**src/rtl/sched_pkg.sv**
```systemverilog
// Shared defaults and the queued-entry type for the scheduling observation stage.
package sched_pkg;

   localparam int SCHED_W     = 3;
   localparam int SCHED_DEPTH = 4;
   localparam int SCHED_CNTW  = 8;

   typedef struct packed {
      logic [SCHED_W-1:0]    data;
      logic [SCHED_CNTW-1:0] tag;
   } sched_entry_t;

endpackage

```
**src/rtl/sched_fifo.sv**
```systemverilog
// Synchronous FIFO of tagged samples. Pointers carry one extra wrap bit so that
// full and empty can be told apart without a separate occupancy counter.
module sched_fifo
   import sched_pkg::*;
#(
   parameter type entry_t = sched_entry_t,
   parameter int  DEPTH   = SCHED_DEPTH
) (
   input  logic   clk,
   input  logic   rst,
   input  logic   push,
   input  logic   pop,
   input  entry_t din,
   output entry_t dout,
   output logic   full,
   output logic   empty
);

   localparam int AW = $clog2(DEPTH);

   entry_t        mem [DEPTH];
   logic [AW:0]   wr_ptr;
   logic [AW:0]   rd_ptr;
   logic          do_pop;
   logic          do_push;

   assign empty   = (wr_ptr == rd_ptr);
   assign full    = (wr_ptr[AW] != rd_ptr[AW]) && (wr_ptr[AW-1:0] == rd_ptr[AW-1:0]);
   assign do_pop  = pop & ~empty;
   // A push into a full FIFO is only accepted when the same edge frees a slot.
   assign do_push = push & (~full | do_pop);
   assign dout    = mem[rd_ptr[AW-1:0]];

   always_ff @(posedge clk) begin
      if (rst) begin
         wr_ptr <= '0;
         rd_ptr <= '0;
      end else begin
         if (do_push) wr_ptr <= wr_ptr + 1'b1;
         if (do_pop)  rd_ptr <= rd_ptr + 1'b1;
      end
   end

   always_ff @(posedge clk) begin
      if (do_push) mem[wr_ptr[AW-1:0]] <= din;
   end

endmodule

```
**src/rtl/sched_obs_capture.sv**
```systemverilog
// Clocked observation stage: captures changed samples of a settled net vector with an index tag.
// Optional SCHED_XCHECK_EN: samples with X/Z bits are withheld from the queue and flagged.
module sched_obs_capture
   import sched_pkg::*;
#(
   parameter int W     = SCHED_W,
   parameter int DEPTH = SCHED_DEPTH,
   parameter int CNTW  = SCHED_CNTW
) (
   input  logic            clk,
   input  logic            rst,
   input  logic            en_i,
   input  logic [W-1:0]    obs_i,
   output logic            out_valid_o,
   input  logic            out_ready_i,
   output logic [W-1:0]    out_data_o,
   output logic [CNTW-1:0] out_tag_o,
   output logic [CNTW-1:0] chg_cnt_o,
   output logic            overflow_o,
   output logic            err_x_o
);

   typedef struct packed {
      logic [W-1:0]    data;
      logic [CNTW-1:0] tag;
   } cap_entry_t;

   logic [W-1:0]    last_q;
   logic            last_vld_q;
   logic [CNTW-1:0] idx_q;
   logic [CNTW-1:0] chg_q;
   logic            ovf_q;
   logic            differs;
   logic            capture;
   logic            push_req;
   logic            pop;
   logic            full;
   logic            empty;
   cap_entry_t      din;
   cap_entry_t      head;

   // 4-state compare: a sample going from x11 to 111 counts as a change.
   assign differs = ~last_vld_q | (obs_i !== last_q);
   assign capture = en_i & differs;

`ifdef SCHED_XCHECK_EN
   logic x_sample;
   logic errx_q;

   assign x_sample = $isunknown(obs_i);
   assign push_req = capture & ~x_sample;
   assign err_x_o  = errx_q;

   always_ff @(posedge clk) begin
      if (rst) errx_q <= 1'b0;
      else if (capture && x_sample) errx_q <= 1'b1;
   end
`else
   assign push_req = capture;
   assign err_x_o  = 1'b0;
`endif

   // Handshake: the head transfers on a posedge where out_valid_o & out_ready_i;
   // out_valid_o is the registered FIFO state and never looks at out_ready_i.
   assign pop = ~empty & out_ready_i;

   assign din.data = obs_i;
   assign din.tag  = idx_q;

   sched_fifo #(
      .entry_t (cap_entry_t),
      .DEPTH   (DEPTH)
   ) u_fifo (
      .clk   (clk),
      .rst   (rst),
      .push  (push_req),
      .pop   (pop),
      .din   (din),
      .dout  (head),
      .full  (full),
      .empty (empty)
   );

   always_ff @(posedge clk) begin
      if (rst) begin
         last_q     <= '0;
         last_vld_q <= 1'b0;
         idx_q      <= '0;
         chg_q      <= '0;
         ovf_q      <= 1'b0;
      end else begin
         if (en_i) idx_q <= idx_q + 1'b1;
         if (capture) begin
            last_q     <= obs_i;
            last_vld_q <= 1'b1;
            if (chg_q != {CNTW{1'b1}}) chg_q <= chg_q + 1'b1;
         end
         if (push_req && full && !pop) ovf_q <= 1'b1;
      end
   end

   assign out_valid_o = ~empty;
   assign out_data_o  = empty ? '0 : head.data;
   assign out_tag_o   = empty ? '0 : head.tag;
   assign chg_cnt_o   = chg_q;
   assign overflow_o  = ovf_q;

endmodule

```
**config.mk**
```make
export PLATFORM = sky130hd
export DESIGN_NAME = sched_obs_capture
export DESIGN_NICKNAME = d
export VERILOG_FILES = /design/src/rtl/sched_pkg.sv /design/src/rtl/sched_fifo.sv /design/src/rtl/sched_obs_capture.sv
export SDC_FILE = /design/constraint.sdc
export NUM_CORES = 1
export LEC_CHECK = 0
export CAP_MARGIN = 20
export CORE_MARGIN = 10
export CORE_UTILIZATION = 56
export CTS_BUF_LIST = sky130_fd_sc_hd__clkbuf_16
export DETAILED_ROUTE_END_ITERATION = 8
export PLACE_DENSITY = 0.78
export SYNTH_ARGS = -nofsm -noshare
export SYNTH_HDL_FRONTEND = slang
export SYNTH_SLANG_ARGS = --single-unit
```
**constraint.sdc**
```tcl
create_clock -name clk -period 3.3 [get_ports clk]
set_clock_uncertainty 0.15 [all_clocks]
set_input_delay 0.495 -clock clk [delete_from_list [all_inputs] [get_ports clk]]
set_output_delay 0.495 -clock clk [all_outputs]
set_load 0.005 [all_outputs]
```
==> results.py, run 1 <==
metrics = {
    "run_status": {
        "status": "finished clean",
    },
    "final_layout": {
        "fin_nets": 273,
        "fill_cells": 368,
        "n_antenna_cell": 0,
        "mostFrequentLayoutCell": "edfxtp_1",
        "layout-drive-gt1-share": 0.155,
        "syn2layout_area_growth_pct": 20.6,
        "design_area_um2": 3720,
        "layout_common_cells": "44 x edfxtp_1, 29 x dfxtp_1, 27 x clkdlybuf4s50_1, 23 x nor2_1, 15 x nor2b_1",
    },
    "setup_path": {
        "start_kind": "flop",
        "critPathRequiredTime_ns": 2.65,
        "slowest_delay_ns": 0.52,
        "path_cells": "xor2_1, nor3_1, buf_4, nor2b_1, clkdlybuf4s50_1",
        "path_class": "reg2out",
        "critPathCaptureType": "primary output",
        "path_max_fanout": 12,
        "arrival_ns": 2.10,
        "worstRegToRegCells": 4,
        "crit_path_top_delay_cell": "clkdlybuf4s50_1",
    },
    "clock_network": {
        "numCtsBuffers": 9,
        "clock_sinks": 73,
        "tritoncts": "built",
        "post-cts-setup-buffers": 0,
        "clk_pin_slew_worst_paths_ns": 0.05,
        "hold_buffers": 0,
        "cts_resized": 0,
        "cts_buffer_depth": 2,
        "root_buffer": "clkbuf_16",
        "htreeDepth": 3,
        "clkLatencyLatePin_ns": 0.33,
    },
    "synthesis": {
        "synth-compound-area-share": 0.0308,
        "yosys.area_share.simple": 0.138,
        "synth_cells": 225,
        "synthFlopType": "edfxtp_1",
        "synth_cell_types": 37,
        "syn_area_per_cell_um2": 13.7,
        "syn_nets": 239,
        "muxShareOfSynthArea": 0.125,
        "ys_warn_count": 0,
        "ys_seq_elements": 73,
        "synth_edf_count": 44,
        "ys_async_sr_fraction": 0,
        "synth_xor_area_frac": 0.0369,
        "synth_top_family_by_area": "simple AND/OR/NAND/NOR gates",
        "netlist_area_um2": 3090,
        "ys_seq_area_frac": 0.616,
        "yosys.area_share.adder": 0.0284,
    },
    "routing": {
        "dr.pass1.iters": 4,
        "drtAntennaViolNets": 0,
        "first_iter_violations": 88,
        "post-route-drc-count": 0,
        "wl_um": 5600,
        "routedWlPerCell_um": 16.8,
        "top_layer": "met4",
        "routed-wl-met3_um": 357,
        "met1_length_um": 2260,
        "drt-vias-per-instance": 5.55,
        "num_vias": 1854,
        "wl_met2_um": 2920,
    },
    "power": {
        "clkPwrFrac": 0.379,
        "peakVddDrop_mv": 0.277,
        "pwr-share-seq": 0.452,
        "combPwrFrac": 0.169,
        "total_power_uw": 2320,
        "sw_frac_of_total": 0.233,
        "leakage_uw": 0.00137,
        "p_per_area_nw_per_um2": 623,
        "p_switching_uw": 539,
        "internal-power_uw": 1780,
    },
    "die": {
        "die_height_um": 94.2,
        "initial_core_util": 0.589,
        "die-area_um2": 8880,
        "rows": 26,
        "pin_count": 29,
        "die_x_um": 94.2,
        "placeableCoreArea_um2": 5240,
    },
    "place": {
        "place.gp.congestion": 0.779,
        "placed_cell_area_um2": 3450,
        "hpwlAfterDp_um": 3710,
        "port_buffers": 27,
    },
    "global_route": {
        "grt_pass1_vias": 1935,
        "grt_max_degree": 27,
        "grt_pass1_wl_um": 9670,
        "grtUsageTotal": 0.143,
        "grt_overflow_total": 0,
        "antenna_found_initial": 0,
    },
    "hold_path": {
        "whs_path_depth": 2,
        "hold_path.class": "reg2reg",
    },
    "flow_run": {
        "cap_viol_max_count": 0,
    },
    "sta": {
        "min_period_over_period": 0.832,
        "setup_viol": 0,
        "fmax_mhz": 364,
        "totalNegativeSetupSlack_ns": 0,
        "final_hold_viol_count": 0,
        "hold_ws_ns": 0.310,
        "finalCriticalPeriod_ns": 2.75,
        "tightest_slew_ns": 0.818,
        "relSlewSlack": 0.453,
        "report.final.slew_viol_count": 0,
        "rsz0062_at_grt": "no",
    },
}
-- per-layer routing --
layer,up-vias,GRT usage
met5,-,0
li1,891,-
met1,904,0.159
met4,0,0.0759
met3,8,0.0464
met2,51,0.236
-- Yosys cell counts, types with 2 or more instances --
library cell	n	area [µm²]
edfxtp_1	44	1320
dfxtp_1	29	581
nor2_1	23	86.3
nor2b_1	15	93.8
xor2_1	12	105
mux4_2	11	248
ha_1	7	87.6
inv_1	7	26.3
mux2i_1	7	70.1
a21oi_1	6	30.0
clkbuf_1	6	22.5
mux2_2	6	67.6
nand2_1	6	22.5
nand2b_1	5	31.3
nand4_1	4	25.0
nor4_1	4	25.0
and2_1	3	18.8
nand3_1	3	15.0
nor3_1	3	15.0
o31ai_1	3	22.5
or3_1	3	18.8
buf_4	2	15.0
o21ai_0	2	10.0
-- worst paths after layout --
check | start | endpoint | slack, ns
worst max-delay path | u_fifo.wr_ptr[1] | out_tag_o[7] | 0.55
worst max register to register | u_fifo.wr_ptr[0] | u_fifo.mem[0][2] | 1.12
worst min register to register | overflow_o | overflow_o | 0.31
worst min-delay path | overflow_o | overflow_o | 0.31
-- power groups by stage --
stage / combinational [µW] / sequential [µW] / clock, µW
2_1_floorplan: 232 / 1050 / 0
3_3_place_gp: 396 / 1060 / 0
3_5_place_dp: 399 / 1070 / 0
4_1_cts: 402 / 1050 / 893
5_1_grt: 434 / 1060 / 928
6_report: 392 / 1050 / 878
-- area by class of cell --
type | instances | area, µm² | share of cell area
Inverter | 7 | 26.3 | 0.00706
Timing Repair Buffer | 33 | 315 | 0.0847
Clock buffer | 10 | 250 | 0.0672
Multi-Input combinational cell | 135 | 1120 | 0.300
Clock inverter | 6 | 23.8 | 0.00639
Tap cell | 70 | 87.6 | 0.0235
Sequential cell | 73 | 1900 | 0.511
-- state kept, by name, indices dropped and copies added, names as in the netlist, named ones only --
register       flops
chg_cnt_o          8
idx_q              8
last_q             3
last_vld_q         1
overflow_o         1
u_fifo.mem        44
u_fifo.rd_ptr      3
u_fifo.wr_ptr      3
-- worst max-delay path: cells and delay by family, from the launching register on --
kind | cells | cell delay (ns)
AND/OR/NAND/NOR | 2 | 0.25
XOR/XNOR | 1 | 0.38
flip-flops | 1 | 0.42
buffers and inverters | 2 | 0.72
-- cell families after synthesis --
family | Yosys count
xor+xnor | 13
mux | 24
other cells | 1
fa+ha+maj | 7
compound gates | 14
simple gates | 76
flops | 73
buf+inv | 17
-- per-stage QoR --
step / setup slack (ns) / cells / utilization
6_report: 0.555 / 334 / 0.711
5_1_grt: 0.378 / 334 / 0.711
4_1_cts: 0.535 / 334 / 0.711
3_5_place_dp: 0.614 / 318 / 0.658
3_3_place_gp: 0.665 / 318 / 0.658
2_1_floorplan: 0.818 / 225 / -
No activity file was read; power rests on OpenSTA's default activity.
==> inputs of run 2 (changes only) <==
==> constraint.sdc (replaced) <==
create_clock -name clk -period 2.6 [get_ports clk]
set_clock_uncertainty 0.15 [all_clocks]
set_input_delay 0.39 -clock clk [delete_from_list [all_inputs] [get_ports clk]]
set_output_delay 0.39 -clock clk [all_outputs]
set_load 0.005 [all_outputs]
==> results.py, run 2 (same netlist as run 1, synthesis figures left out) <==
metrics = {
    "run_status": {
        "status": "finished clean",
    },
    "sta": {
        "min_period_over_period": 0.984,
        "report.final.slew_viol_count": 0,
        "fmax_mhz": 391,
        "finalCriticalPeriod_ns": 2.56,
        "final_hold_viol_count": 0,
        "totalNegativeSetupSlack_ns": 0,
        "setup_viol": 0,
    },
    "setup_path": {
        "path_max_fanout": 12,
        "path_class": "reg2out",
        "reg2reg_slack_ns": 0.72,
        "critPathRequiredTime_ns": 2.06,
        "arrival_ns": 2.02,
        "start_kind": "flop",
        "critPathCaptureType": "primary output",
    },
    "place": {
        "hpwlAfterDp_um": 3610,
        "place.gp.congestion": 0.782,
        "port_buffers": 27,
        "numPlacedInstances": 327,
    },
    "clock_network": {
        "clkLatencyLatePin_ns": 0.34,
        "numCtsBuffers": 9,
        "cts_buffer_depth": 2,
        "hold_buffers": 0,
        "tritoncts": "built",
        "clock_sinks": 73,
        "root_buffer": "clkbuf_16",
        "htreeDepth": 3,
        "clk_pin_slew_worst_paths_ns": 0.05,
    },
    "routing": {
        "post-route-drc-count": 0,
        "drtAntennaViolNets": 0,
        "wl_um": 5420,
        "first_iter_violations": 67,
        "num_vias": 1848,
        "drt-vias-per-instance": 5.37,
        "dr.pass1.iters": 4,
        "routedWlPerCell_um": 15.8,
    },
    "final_layout": {
        "syn2layout_area_growth_pct": 25.2,
        "utilization": 0.738,
        "fill_cells": 331,
        "n_antenna_cell": 0,
        "stdcell_count": 344,
        "layout_common_cells": "44 x edfxtp_1, 27 x clkdlybuf4s50_1, 26 x dfxtp_1, 23 x nor2_1, 15 x nor2b_1",
        "mostFrequentLayoutCell": "edfxtp_1",
        "fin_nets": 283,
        "largest_reg_flops": 44,
        "layout-drive-gt1-share": 0.212,
    },
    "die": {
        "die-area_um2": 8880,
        "die_height_um": 94.2,
        "pin_count": 29,
        "initial_core_util": 0.589,
        "placeableCoreArea_um2": 5240,
        "die_x_um": 94.2,
        "rows": 26,
    },
    "global_route": {
        "grt_max_degree": 24,
        "grt_pass1_vias": 1821,
        "grt_overflow_total": 0,
        "antenna_found_initial": 0,
        "grtUsageTotal": 0.133,
        "grt_pass1_wl_um": 8910,
    },
    "power": {
        "p_per_area_nw_per_um2": 765,
        "leakage_uw": 0.00143,
        "sw_frac_of_total": 0.241,
        "internal-power_uw": 2240,
        "total_power_uw": 2960,
        "peakVddDrop_mv": 0.442,
        "clkPwrFrac": 0.365,
        "combPwrFrac": 0.187,
        "pwr-share-seq": 0.448,
        "p_switching_uw": 714,
    },
    "flow_run": {
        "cap_viol_max_count": 0,
    },
    "hold_path": {
        "hold_path.class": "reg2reg",
    },
}
==> run 2: layer usage <==
layer,GRT usage,share of wire,vias to the layer above
li1,-,-,907
met1,0.143,0.41,898
met2,0.220,0.51,31
met3,0.0496,0.054,12
met4,0.0722,0.023,0
met5,0,0,-
==> run 2: cell type report <==
type	count	area, µm²	share of cell area
Clock buffer	9	225	0.0583
Clock inverter	7	40.0	0.0104
Multi-Input combinational cell	135	1130	0.293
Sequential cell	73	1910	0.493
Timing Repair Buffer	43	448	0.116
Inverter	7	26.3	0.00680
Tap cell	70	87.6	0.0227
==> run 2: repair_timing <==
action	in CTS	in global routing
resized for setup	3	4
setup endpoints to repair	11	11
buffers inserted	0	1
pin swaps	0	2
==> run 2: final timing paths <==
path                                        from          endpoint  depth (start not counted)
worst max register to register  u_fifo.wr_ptr[2]  u_fifo.mem[2][3]                          5
worst min-delay path                  overflow_o        overflow_o                          2
worst max-delay path            u_fifo.wr_ptr[0]      out_tag_o[7]                          5
worst min register to register        overflow_o        overflow_o                          2
==> run 2: critical path, stage by stage (launching register included) <==
cell and delay (ns):
dfxtp_2 0.39, xor2_2 0.27, nor3_1 0.11, buf_4 0.20, nor2b_1 0.16, clkdlybuf4s50_1 0.56
==> run 2: stage by stage <==
stage               hold slack, ns  setup slack, ns  area, µm²
floorplan                    0.284            0.118       3090
global placement             0.285            0.208       3570
detailed placement           0.294            0.185       3570
CTS                          0.307           0.0229       3850
global route                 0.331          -0.0414       3860
finish                       0.302           0.0422       3860
==> run 2: power by group through the flow <==
stage	Combinational, µW	Clock, µW	Sequential (µW)
6_report	552	1080	1330
5_1_grt	603	1150	1330
4_1_cts	553	1100	1320
3_5_place_dp	544	0	1340
3_3_place_gp	539	0	1340
2_1_floorplan	294	0	1340
